### config.mk
export PLATFORM = sky130hd
export DESIGN_NAME = stream_arbiter
export DESIGN_NICKNAME = d
export VERILOG_FILES = /design/src/rtl/stream_arbiter_pkg.sv /design/src/rtl/stream_arbiter_rr_select.sv /design/src/rtl/stream_arbiter.sv
export SDC_FILE = /design/constraint.sdc
export NUM_CORES = 1
export LEC_CHECK = 0
export ABC_CLOCK_PERIOD_IN_PS = 6300
export BUFFER_PORTS_ARGS = -buffer_cell sky130_fd_sc_hd__buf_4
export CORE_MARGIN = 2
export CORE_UTILIZATION = 30
export CTS_CLUSTER_DIAMETER = 40
export CTS_CLUSTER_SIZE = 40
export DETAILED_ROUTE_END_ITERATION = 7
export PLACE_DENSITY = 0.66
export SLEW_MARGIN = 20
export SYNTH_ARGS = -nofsm -noshare
export SYNTH_HDL_FRONTEND = slang
export SYNTH_HIERARCHICAL = 1
export SYNTH_SLANG_ARGS = --single-unit
### constraint.sdc
create_clock -name BUS_CLK -period 6.3 [get_ports BUS_CLK]
set_clock_uncertainty 0.05 [all_clocks]
set_input_delay 0.315 -clock BUS_CLK [delete_from_list [all_inputs] [get_ports BUS_CLK]]
set_output_delay 0.315 -clock BUS_CLK [all_outputs]
set_load 0.02 [all_outputs]
### src/rtl/stream_arbiter_pkg.sv
// Shared FSM encoding and index-width helpers for the stream arbiter.
package stream_arbiter_pkg;

    typedef enum logic {
        IDLE = 1'b0,
        OWN  = 1'b1
    } state_t;

    function automatic int clog2(input int n);
        int r;
        r = 0;
        while ((1 << r) < n) r++;
        return r;
    endfunction

    // Index width that stays legal (>= 1 bit) even for a single channel.
    function automatic int idx_w(input int n);
        return (clog2(n) < 1) ? 1 : clog2(n);
    endfunction

endpackage

### src/rtl/stream_arbiter_rr_select.sv
// Circular priority picker: first set request bit strictly after ptr_i, wrapping; the ptr_i channel itself is checked last.
module rr_select
    import stream_arbiter_pkg::*;
#(
    parameter int WIDTH = 6,
    parameter int IW    = idx_w(WIDTH)
) (
    input  logic [WIDTH-1:0] req_i,
    input  logic [IW-1:0]    ptr_i,
    output logic [IW-1:0]    idx_o,
    output logic             found_o
);

    int          cand;
    logic [IW-1:0] cidx;

    always_comb begin
        idx_o   = '0;
        found_o = 1'b0;
        cand    = 0;
        cidx    = '0;
        for (int k = 1; k <= WIDTH; k++) begin
            cand = (int'(ptr_i) + k) % WIDTH;
            cidx = IW'(cand);
            if (!found_o && req_i[cidx]) begin
                found_o = 1'b1;
                idx_o   = cidx;
            end
        end
    end

endmodule

### src/rtl/stream_arbiter.sv
// Round-robin merge of WIDTH source FIFOs into one stream; 1-cycle registered output,
// pops only when READY_IN is high; one dead cycle on every ownership switch.
module stream_arbiter
    import stream_arbiter_pkg::*;
#(
    parameter  int WIDTH     = 6,
    parameter  int DSIZE     = 32,
    parameter  int MAX_BURST = 16,
    localparam int IW        = idx_w(WIDTH)
) (
    input  logic                   BUS_CLK,
    input  logic                   BUS_RST,
    input  logic [WIDTH-1:0]       WRITE_REQ,
    input  logic [WIDTH-1:0]       HOLD_REQ,
    input  logic [WIDTH*DSIZE-1:0] DATA_IN,
    output logic [WIDTH-1:0]       READ_GRANT,
    input  logic                   READY_IN,
    output logic                   WRITE_OUT,
    output logic [DSIZE-1:0]       DATA_OUT,
    output logic [IW-1:0]          OWNER,
    output logic                   OWNER_VALID
);

    localparam int CW = clog2(MAX_BURST + 1);

    state_t           state_q;
    logic [IW-1:0]    owner_q;
    logic [IW-1:0]    last_q;
    logic [CW-1:0]    cnt_q;
    logic             wout_q;
    logic [DSIZE-1:0] dout_q;

    logic             own_req;
    logic             own_hold;
    logic             cnt_full;
    logic             rel;
    logic             grant;
    logic [IW-1:0]    ptr;
    logic [IW-1:0]    pick_idx;
    logic             pick_found;
    logic [DSIZE-1:0] sel_dat;

    // While owning, searching after the owner is exactly the release-time search.
    assign ptr = (state_q == OWN) ? owner_q : last_q;

    rr_select #(
        .WIDTH (WIDTH),
        .IW    (IW)
    ) u_rr_select (
        .req_i   (WRITE_REQ),
        .ptr_i   (ptr),
        .idx_o   (pick_idx),
        .found_o (pick_found)
    );

    always_comb begin
        own_req  = WRITE_REQ[owner_q];
        own_hold = HOLD_REQ[owner_q];
        cnt_full = (cnt_q == CW'(MAX_BURST));
        rel      = (state_q == OWN) && !own_hold && (!own_req || cnt_full);
        // The release cycle never pops: that is the dead cycle of a switch.
        grant    = (state_q == OWN) && own_req && READY_IN && !rel;

        READ_GRANT = '0;
        if (grant) READ_GRANT[owner_q] = 1'b1;

        sel_dat = '0;
        for (int i = 0; i < WIDTH; i++) begin
            if (owner_q == IW'(i)) sel_dat = DATA_IN[i*DSIZE +: DSIZE];
        end
    end

    always_ff @(posedge BUS_CLK or posedge BUS_RST) begin
        if (BUS_RST) begin
            state_q <= IDLE;
            owner_q <= '0;
            last_q  <= IW'(WIDTH - 1);
            cnt_q   <= '0;
            wout_q  <= 1'b0;
            dout_q  <= '0;
        end else begin
            wout_q <= grant;
            if (grant) dout_q <= sel_dat;

            case (state_q)
                IDLE: begin
                    if (pick_found) begin
                        state_q <= OWN;
                        owner_q <= pick_idx;
                        cnt_q   <= '0;
                    end
                end
                OWN: begin
                    if (rel) begin
                        last_q <= owner_q;
                        cnt_q  <= '0;
                        if (pick_found) owner_q <= pick_idx;
                        else            state_q <= IDLE;
                    end else if (grant && !cnt_full) begin
                        cnt_q <= cnt_q + CW'(1);
                    end
                end
                default: state_q <= IDLE;
            endcase
        end
    end

    assign WRITE_OUT   = wout_q;
    assign DATA_OUT    = dout_q;
    assign OWNER       = owner_q;
    assign OWNER_VALID = (state_q == OWN);

endmodule

**Yosys cells after proc, flatten, opt, wreduce, memory -nomap -nowiden**

Cells that the tools add are included.

- Flip-flop bits (word level): 45
- Input port bits: 207

- Add/sub/neg operators: 7
- Divide/modulo/power cells: 6
- $lt $le $gt $ge: 8
- Equality and inequality tests: 9
- Muxes and demuxes: 48
- Bitwise gates (word level): 1
- Reduce and logical (&&, ||, !) cells: 25

Operators by type and width:

| kind | number |
|---|---|
| $mod A32 B4 Y32 const B | 6 |
| $mux W32 | 6 |
| $lt A3 B4 Y1 const B | 7 |
| $mux W3 | 9 |
| $bmux W1 S3 | 8 |
| $mux W1 | 17 |
| $mux W5 | 3 |
| $add A3 B3 Y4 const B | 3 |
| $logic_and A1 B1 Y1 | 12 |
| $pmux W5 S2 | 1 |
| $logic_not A1 Y1 | 9 |
| $add A3 B2 Y4 const B | 2 |
| $eq A3 B2 Y1 const B | 2 |
| $eq A3 B3 Y1 const B | 2 |
| $mux W6 | 1 |
| $pmux W3 S2 | 1 |
| $add A5 B1 Y5 const B | 1 |
| $eq A5 B5 Y1 const B | 1 |
| $add A3 B1 Y4 const B | 1 |
| $reduce_and A2 Y1 | 2 |
| $demux W1 S3 | 1 |
| $eq A3 B1 Y1 const B | 1 |
| $ge A3 B1 Y1 const B | 1 |
| $logic_not A3 Y1 | 1 |
| other kinds (6) | 6 |

**Logic depth before layout (Yosys ltp)**

Gate-level depths: netlist (run 1).

- Depth after elaboration: 24
- Gate-level depth with buffers: 23

**By module**

Netlist (run 1), hierarchy kept.

Modules (own cells, without submodules):

| module | times used | cells each | area each (µm²) |
|---|---|---|---|
| stream_arbiter | 1 | 326 | 3619.7 |
| rr_select | 1 | 132 | 979.7 |

**Least setup slack after synthesis (run 1)**

No wires, ideal clock.

- Kind: reg2reg
- From: reg state_q, in the netlist OWNER_VALID
- To: reg cnt_q[2]
- Arrival: 4.971 ns
- Required time: 6.184 ns
- Slack: 1.213 ns
- Cell stages (with the launch flop): 20
- Buffers on the path: 3
- Clock period less this slack: 5.087 ns
- Cells stage by stage: dfrtp_1 clkbuf_1 buf_1 o21ai_0 buf_6 inv_1 ha_1 xor2_2 inv_2 ha_1 nor2b_1 nand3_1 a211oi_1 nor4_4 nor4bb_2 nand2_1 nor2b_1 or3_1 a21oi_1 a41o_1

- Cells in the longest elaborated chain, start to end: 23
- Elaborated cells between the ends (all ways): 54
- Those cells by class: add/sub: 6; div: 6; eq/ne: 2; mux: 21; bitwise: 1; reduce/logical: 18

Ends and longest elaborated chain:

| item | RTL line | text |
|---|---|---|
| start: declaration | stream_arbiter.sv:26 | `state_t state_q;` |
| start signal: assignment | stream_arbiter.sv:75 | `state_q <= IDLE;` |
| start signal: assignment | stream_arbiter.sv:88 | `state_q <= OWN;` |
| start signal: assignment | stream_arbiter.sv:98 | `else state_q <= IDLE;` |
| $mux W3 (*) | stream_arbiter.sv:44 | `assign ptr = (state_q == OWN) ? owner_q : last_q;` |
| named net ptr[0] | stream_arbiter.sv:38 | `logic [IW-1:0] ptr;` |
| $add A3 B1 Y4 | stream_arbiter_rr_select.sv:23 | `cand = (int'(ptr_i) + k) % WIDTH;` |
| $mod A32 B4 Y32 | stream_arbiter_rr_select.sv:23 |  |
| $bmux W1 S3 | stream_arbiter_rr_select.sv:25 | `if (!found_o && req_i[cidx]) begin` |
| $mux W1 (implied by the code) | stream_arbiter_rr_select.sv:25 |  |
| $mux W1 | stream_arbiter_rr_select.sv:25 |  |
| $logic_not A1 Y1 | stream_arbiter_rr_select.sv:25 |  |
| (+9 left out) | -- |  |
| $logic_and A1 B1 Y1 | stream_arbiter_rr_select.sv:25 |  |
| $mux W1 | stream_arbiter_rr_select.sv:25 |  |
| $logic_not A1 Y1 | stream_arbiter_rr_select.sv:25 |  |
| $logic_and A1 B1 Y1 | stream_arbiter_rr_select.sv:25 |  |
| $mux W1 (*) | stream_arbiter_rr_select.sv:25 |  |
| named net pick_found | stream_arbiter.sv:40 | `logic pick_found;` |
| $ne A2 B2 Y1 (no line) (*) | -- |  |
| $reduce_and A2 Y1 (no line) (*) | -- |  |
| end signal: assignment | stream_arbiter.sv:100 | `cnt_q <= cnt_q + CW'(1);` |
| end: declaration | stream_arbiter.sv:29 | `logic [CW-1:0] cnt_q;` |

The timed path passes the listed nets; every way through them passes the cells marked *. The select of a mux whose other input is x is not followed.
A chain may end at the register's enable or synchronous reset.

**Worst setup path in the final report (run 1)**

- From: reg owner_q[0], in the netlist OWNER[0]
- To: reg cnt_q[2]

- Cells in the longest elaborated chain, start to end: 23
- Elaborated cells between the ends (all ways): 60
- Those cells by class: add/sub: 6; div: 6; eq/ne: 2; mux: 25; reduce/logical: 21

Ends and longest elaborated chain:

| item | RTL line | text |
|---|---|---|
| start: declaration | stream_arbiter.sv:27 | `logic [IW-1:0] owner_q;` |
| start signal: assignment | stream_arbiter.sv:89 | `owner_q <= pick_idx;` |
| start signal: assignment | stream_arbiter.sv:97 | `if (pick_found) owner_q <= pick_idx;` |
| $mux W3 (*) | stream_arbiter.sv:44 |  |
| named net ptr[0] | stream_arbiter.sv:38 |  |
| $add A3 B1 Y4 | stream_arbiter_rr_select.sv:23 |  |
| $mod A32 B4 Y32 | stream_arbiter_rr_select.sv:23 |  |
| $bmux W1 S3 | stream_arbiter_rr_select.sv:25 |  |
| $mux W1 (implied by the code) | stream_arbiter_rr_select.sv:25 |  |
| $mux W1 | stream_arbiter_rr_select.sv:25 |  |
| $logic_not A1 Y1 | stream_arbiter_rr_select.sv:25 |  |
| (+9 left out) | -- |  |
| $logic_and A1 B1 Y1 | stream_arbiter_rr_select.sv:25 |  |
| $mux W1 | stream_arbiter_rr_select.sv:25 |  |
| $logic_not A1 Y1 | stream_arbiter_rr_select.sv:25 |  |
| $logic_and A1 B1 Y1 | stream_arbiter_rr_select.sv:25 |  |
| $mux W1 (*) | stream_arbiter_rr_select.sv:25 |  |
| named net pick_found | stream_arbiter.sv:40 |  |
| $ne A2 B2 Y1 (no line) (*) | -- |  |
| $reduce_and A2 Y1 (no line) (*) | -- |  |

Marks and branches as above.

==> results of run 1 <==
-- cells by family (layout without fill, tap and decap cells) --
logic type	Yosys count	in the layout	synth area share (%)
and+or+nand+nor	123	123	14.7
muxes	119	119	36.0
AOI/OAI and AO/OA	100	100	14.7
buffers and inverters	54	284	5.66
DFF	45	45	24.5
adders and majority gates	12	12	3.26
xor gates and xnor gates	5	5	1.12
-- path summary, 6_finish.rpt --
path	startpoint	end	slack [ns]	cells after the start
max	OWNER[0]$_DFFE_PP0P_	cnt_q[2]$_DFFE_PP0P_	0.87	17
min in group BUS_CLK	DATA_IN[151]	DATA_OUT[23]$_DFFE_PP0P_	0.41	4
min reg2reg	DATA_OUT[1]$_DFFE_PP0P_	DATA_OUT[1]$_DFFE_PP0P_	0.46	1
max reg2reg	OWNER[0]$_DFFE_PP0P_	cnt_q[2]$_DFFE_PP0P_	0.87	17
max in group asynchronous	BUS_RST	OWNER[0]$_DFFE_PP0P_	5.52	2
min	BUS_RST	DATA_OUT[4]$_DFFE_PP0P_	0.11	2
-- Yosys cell counts (3+ instances only) --
cell / n / area (sq um)
a21oi_1: 6 / 30.0
a22o_1: 3 / 26.3
a31oi_1: 5 / 31.3
and3_1: 3 / 18.8
buf_2: 10 / 50.1
buf_6: 5 / 56.3
clkbuf_1: 15 / 56.3
dfrtp_1: 43 / 1080
ha_1: 12 / 150
inv_1: 17 / 63.8
mux2_2: 38 / 428
mux2_4: 3 / 45.0
mux2i_1: 46 / 460
mux4_2: 32 / 721
nand2_1: 51 / 191
nand2b_1: 3 / 18.8
nand3_1: 11 / 55.1
nand4_1: 7 / 43.8
nor2_1: 12 / 45.0
nor2b_1: 4 / 25.0
nor3_1: 10 / 50.1
o211ai_1: 4 / 30.0
o21a_1: 4 / 30.0
o21ai_0: 45 / 225
or3_1: 3 / 18.8
xnor2_1: 3 / 26.3
-- worst max-delay path, stage by stage (launching register included) --
cell and delay (ns):
dfrtp_4 0.79, nand2_1 0.14, o21ai_1 0.53, inv_1 0.10, ha_1 0.26, xor2_2 0.22
inv_2 0.12, ha_1 0.29, nor2b_1 0.34, nand3_1 0.16, a211oi_1 0.53, nor4_4 0.11
nor4bb_2 0.43, nand2_1 0.35, nor2b_1 0.28, or3_1 0.39, a21oi_1 0.15, a41o_1 0.11
-- metrics by stage --
stage	worst slack (ns)	power (mW)	cells	utilization (%)
after floorplan	1.21	2.70	458	-
after global placement	1.17	3.41	868	43.6
after detailed placement	0.904	3.47	868	43.6
after CTS	0.880	3.80	876	44.8
after global routing	0.354	4.05	876	44.8
final	0.875	3.79	876	44.8
-- state kept, by name, indices dropped and copies added, names as in the netlist --
signal and flops:
DATA_OUT 32, OWNER 3, OWNER_VALID 1, WRITE_OUT 1, cnt_q 5, last_q 3
-- per-layer routing --
layer | vias to the layer above | global-route usage [%] | part of all wire [%]
met5 | - | 0 | 0
met4 | 0 | 6.08 | 2.8
met3 | 27 | 3.34 | 6.7
met2 | 192 | 37.5 | 52
met1 | 2229 | 22.7 | 39
li1 | 2199 | - | -
-- where the power goes --
group	leakage [nW]	internal, mW	total (mW)	switching (mW)
clock network	0.0831	0.198	0.310	0.112
logic	2.57	1.29	2.90	1.60
registers	0.549	0.436	0.579	0.143
-- area by class of cell --
class	count	area share, %
tap	188	3.48
multi-input combinational	359	47.6
timing repair buffer	256	28.4
clock buffer	6	2.05
sequential	45	16.8
clock inverter	2	0.555
inverter	20	1.13
==> results.sh, run 1 <==
export IMPL_numCtsBuffers=5
export IMPL_ant_nets=0
export IMPL_num_io_pins=250
export IMPL_rows=45
export IMPL_grt_ovfl_total=0
export IMPL_path_clk_slew_ns=0.06
export IMPL_drive_above_1_share_pct=53.2
export IMPL_final_common_cell="buf_4"
export IMPL_firstDrtPassIters=6
export IMPL_post_cts_setup_buffers=0
export IMPL_fin_crit_sh_pct=86.1
export IMPL_cts_root_buffer="clkbuf_16"
export IMPL_wirelength_um=17300
export IMPL_power_density_nw_per_um2=560
export IMPL_grt_first_pass_wirelength_um=25500
export IMPL_final_cell_area_sq_um=6760
export IMPL_syn_to_final_growth_pct=47.0
export IMPL_start_util_pct=30.5
export IMPL_ys_async_sr_fraction_pct=100
export IMPL_cp_max_fo=34
export IMPL_final_cell_mix="buf_4 (256), nand2_1 (51), mux2i_1 (46)"
export IMPL_grt_usage_pct=19.8
export IMPL_vdd_ir_drop_max_mv=0.306
export IMPL_cts_max_path_buffers=2
export IMPL_viasPerCell=5.30
export IMPL_clk_latency_ns=0.28
export IMPL_grt_setup_unrepaired="false"
export IMPL_grt_pass1_vias=4779
export IMPL_n_fill_cell=1450
export IMPL_ys_flop_type="dfrtp_1"
export IMPL_synth_edf_count=0
export IMPL_fmax_mhz=184
export IMPL_cp_start_kind="flip-flop"
export IMPL_synth_cells=458
export IMPL_area_sequential_sq_um=1130
export IMPL_ys_seq_elements=45
export IMPL_setup_violations=0
export IMPL_drc=0
export IMPL_yosys_warnings=6
export IMPL_cts_repair_resized=0
export IMPL_core_sq_um=15100
export IMPL_gp_congestion=0.894
export IMPL_layout_nets=906
export IMPL_multi_input_comb_area_sq_um=3220
export IMPL_h_tree_depth=2
export IMPL_worst_pin_slew_ns=0.936
export IMPL_wl_per_cell_um=19.7
export IMPL_die_width_um=128
export IMPL_worstHoldPathType="in -> async"
export IMPL_critical_path_arrival_ns=5.60
export IMPL_slew_viol_final=0
export IMPL_dr_total_vias=4647
export IMPL_finalCriticalPeriod_ns=5.43
export IMPL_synth_fp_nets=677
export IMPL_leakagePower_nw=3.20
export IMPL_ctsHoldBuffers=0
export IMPL_critPathRequiredTime_ns=6.47
export IMPL_setup_tns_ns=0
export IMPL_syn_avg_cell_area_sq_um=10.0
export IMPL_dieHeight_um=128
export IMPL_n_antenna_cell=0
export IMPL_cts_sinks=45
export IMPL_dpl_hpwl_um=13600
export IMPL_cts_tree="built"
export IMPL_criticalPathCategory="reg -> reg"
export IMPL_antenna_found_initial=0
export IMPL_relSlewSlack_pct=37.2
export IMPL_synth_cell_types=74
export IMPL_outcome="finished, final reports clean"
export IMPL_postPlaceCellArea_sq_um=6580
export IMPL_drtIter0Drc=219
export IMPL_holdWs_ns=0.112
export IMPL_numPortBuffers=249
export IMPL_maxCapViolCount=0
export IMPL_worstSetupEndpointType="flip-flop"
export IMPL_grt_start_max_net_pins=49
export IMPL_synth_seq_area_share_pct=24.5
export IMPL_dieArea_sq_um=16300
export IMPL_synth_area_sq_um=4600
export IMPL_final_hold_viol_count=0
(Power assumes the default switching activity.)
==> inputs of run 2 (changes only) <==
--- a/config.mk
+++ b/config.mk
@@ -7,12 +7,14 @@
 export LEC_CHECK = 0
 export ABC_CLOCK_PERIOD_IN_PS = 6300
 export BUFFER_PORTS_ARGS = -buffer_cell sky130_fd_sc_hd__buf_4
+export CELL_PAD_IN_SITES_DETAIL_PLACEMENT = 1
+export CELL_PAD_IN_SITES_GLOBAL_PLACEMENT = 2
 export CORE_MARGIN = 2
-export CORE_UTILIZATION = 30
+export CORE_UTILIZATION = 26
 export CTS_CLUSTER_DIAMETER = 40
 export CTS_CLUSTER_SIZE = 40
 export DETAILED_ROUTE_END_ITERATION = 7
-export PLACE_DENSITY = 0.66
+export PLACE_DENSITY = 0.9
 export SLEW_MARGIN = 20
 export SYNTH_ARGS = -nofsm -noshare
 export SYNTH_HDL_FRONTEND = slang
==> results.sh, run 2 (synthesis gave the netlist of run 1 again) <==
export IMPL_drc=0
export IMPL_cts_root_buffer="clkbuf_16"
export IMPL_wirelength_um=19600
export IMPL_grt_setup_unrepaired="false"
export IMPL_wl_per_cell_um=21.5
export IMPL_grt_usage_pct=19.8
export IMPL_internal_power_mw=1.93
export IMPL_outcome="finished, final reports clean"
export IMPL_worst_pin_slew_ns=0.823
export IMPL_p_comb_share_pct=76.8
export IMPL_setup_violations=0
export IMPL_finalCriticalPeriod_ns=5.31
export IMPL_worstHoldPathType="in -> async"
export IMPL_clk_latency_ns=0.28
export IMPL_final_cell_mix="buf_4 (256), nand2_1 (51), mux2i_1 (46)"
export IMPL_multi_input_comb_area_sq_um=3220
export IMPL_slew_viol_final=0
export IMPL_numCtsBuffers=5
export IMPL_dr_total_vias=4832
export IMPL_power_switching_mw=1.91
export IMPL_fin_ws_ns=0.994
export IMPL_path_clk_slew_ns=0.06
export IMPL_grt_start_max_net_pins=49
export IMPL_relSlewSlack_pct=45.1
export IMPL_cts_repair_resized=0
export IMPL_vdd_ir_drop_max_mv=0.223
export IMPL_cpLargestDelayFamily="simple AND/OR/NAND/NOR gates"
export IMPL_ctsHoldBuffers=0
export IMPL_drtIter0Drc=149
export IMPL_cts_max_path_buffers=2
export IMPL_power_density_nw_per_um2=564
export IMPL_area_sequential_sq_um=1130
export IMPL_criticalPathCategory="reg -> reg"
export IMPL_fmax_mhz=188
export IMPL_seqPwrFrac_pct=15.1
export IMPL_path_buf_inv=2
export IMPL_die_width_um=137
export IMPL_syn_to_final_growth_pct=47.9
export IMPL_maxCapViolCount=0
export IMPL_dieArea_sq_um=18800
export IMPL_cp_max_fo=22
export IMPL_grt_ovfl_total=0
export IMPL_dpl_hpwl_um=15700
export IMPL_num_io_pins=250
export IMPL_pre_cts_slack_ns=1.03
export IMPL_n_fill_cell=2006
export IMPL_start_util_pct=26.6
export IMPL_critPathMaxStageDelay_ns=0.75
export IMPL_path_cells="mux2_2 > inv_1 > ha_1 > a21oi_4 > inv_2 > ha_1 > nor2b_1 > nand3_1 > a211oi_1 > nor4_4 > nor4bb_2 > nand2_1 > nor2b_1 > or3_1 > a21oi_1 > a41o_1"
export IMPL_largest_reg_flops=32
export IMPL_drive_above_1_share_pct=53.1
export IMPL_gp_congestion=0.858
export IMPL_cts_sinks=45
export IMPL_fin_crit_sh_pct=84.2
export IMPL_core_sq_um=17300
export IMPL_antenna_found_initial=0
export IMPL_dieHeight_um=137
export IMPL_pwr_share_clk_pct=8.0
export IMPL_firstDrtPassIters=4
export IMPL_grt_pass1_vias=5019
export IMPL_cts_tree="built"
export IMPL_viasPerCell=5.29
export IMPL_worstSetupEndpointType="flip-flop"
export IMPL_final_cell_count_no_fill=913
export IMPL_final_hold_viol_count=0
export IMPL_setup_tns_ns=0
export IMPL_post_cts_setup_buffers=0
export IMPL_cp_start_kind="flip-flop"
export IMPL_switching_share_pct=49.7
export IMPL_rows=48
export IMPL_n_antenna_cell=0
export IMPL_layout_nets=906
export IMPL_final_common_cell="buf_4"
export IMPL_critical_path_arrival_ns=5.48
export IMPL_leakagePower_nw=3.20
export IMPL_h_tree_depth=2
export IMPL_numPortBuffers=249
export IMPL_grt_first_pass_wirelength_um=28700
export IMPL_crit_path_top_delay_cell="dfrtp_1"
export IMPL_critPathRequiredTime_ns=6.47
export IMPL_ant_nets=0
export IMPL_place_inst=905
==> run 2: cell count changes in the layout (fill, tap and decap cells not counted), sizes merged <==
cell      change
clkbuf        +1
clkinvlp      -1
==> run 2: layout make-up <==
type / instances / area share (%)
Multi-Input combinational cell: 359 / 47.3
Inverter: 20 / 1.12
Sequential cell: 45 / 16.7
Clock inverter: 1 / 0.441
Timing Repair Buffer: 256 / 28.2
Tap cell: 225 / 4.14
Clock buffer: 7 / 2.10
==> run 2: power by group through the flow <==
stage | sequential (mW) | combinational [mW] | clock [mW]
final | 0.581 | 2.95 | 0.308
after global routing | 0.608 | 3.19 | 0.327
after CTS | 0.582 | 2.95 | 0.313
after detailed placement | 0.587 | 2.94 | 0
after global placement | 0.574 | 2.84 | 0
after floorplan | 0.648 | 2.05 | 0
==> run 2: worst paths after layout <==
path | start | endpoint | slack, ns | cells past startpoint
max | OWNER_VALID$_DFF_PP0_ | cnt_q[2]$_DFFE_PP0P_ | 0.99 | 16
min | BUS_RST | DATA_OUT[10]$_DFFE_PP0P_ | 0.12 | 2
max reg2reg | OWNER_VALID$_DFF_PP0_ | cnt_q[2]$_DFFE_PP0P_ | 0.99 | 16
min reg2reg | last_q[2]$_DFFE_PP1P_ | last_q[2]$_DFFE_PP1P_ | 0.45 | 2
max in group asynchronous | BUS_RST | OWNER[0]$_DFFE_PP0P_ | 5.50 | 2
min in group BUS_CLK | DATA_IN[128] | DATA_OUT[0]$_DFFE_PP0P_ | 0.40 | 4
==> run 2: through the flow <==
| stage | instance area [sq um] | total power [mW] | util (%) | hold WS, ns |
|---|---|---|---|---|
| 2_1_floorplan | 4600 | 2.70 | - | 0.405 |
| 3_3_place_gp | 6630 | 3.41 | 38.3 | 0.437 |
| 3_5_place_dp | 6630 | 3.52 | 38.3 | 0.434 |
| 4_1_cts | 6800 | 3.85 | 39.3 | 0.268 |
| 5_1_grt | 6800 | 4.12 | 39.3 | 0.179 |
| 6_report | 6800 | 3.84 | 39.3 | 0.116 |
==> run 2: worst reg2reg max path, stage by stage (launching register included) <==
cell	delay (ns)
dfrtp_1	0.75
mux2_2	0.37
inv_1	0.10
ha_1	0.33
a21oi_4	0.31
inv_2	0.11
ha_1	0.30
nor2b_1	0.34
nand3_1	0.15
a211oi_1	0.55
nor4_4	0.09
nor4bb_2	0.48
nand2_1	0.35
nor2b_1	0.29
or3_1	0.39
a21oi_1	0.16
a41o_1	0.12
==> run 2: layer usage <==
| layer | global-route usage, % | vias up | share of wire [%] |
|---|---|---|---|
| met3 | 4.41 | 58 | 7.6 |
| met4 | 10.9 | 0 | 5.8 |
| met1 | 22.3 | 2362 | 37 |
| li1 | - | 2196 | - |
| met5 | 0 | - | 0 |
| met2 | 34.6 | 216 | 49 |
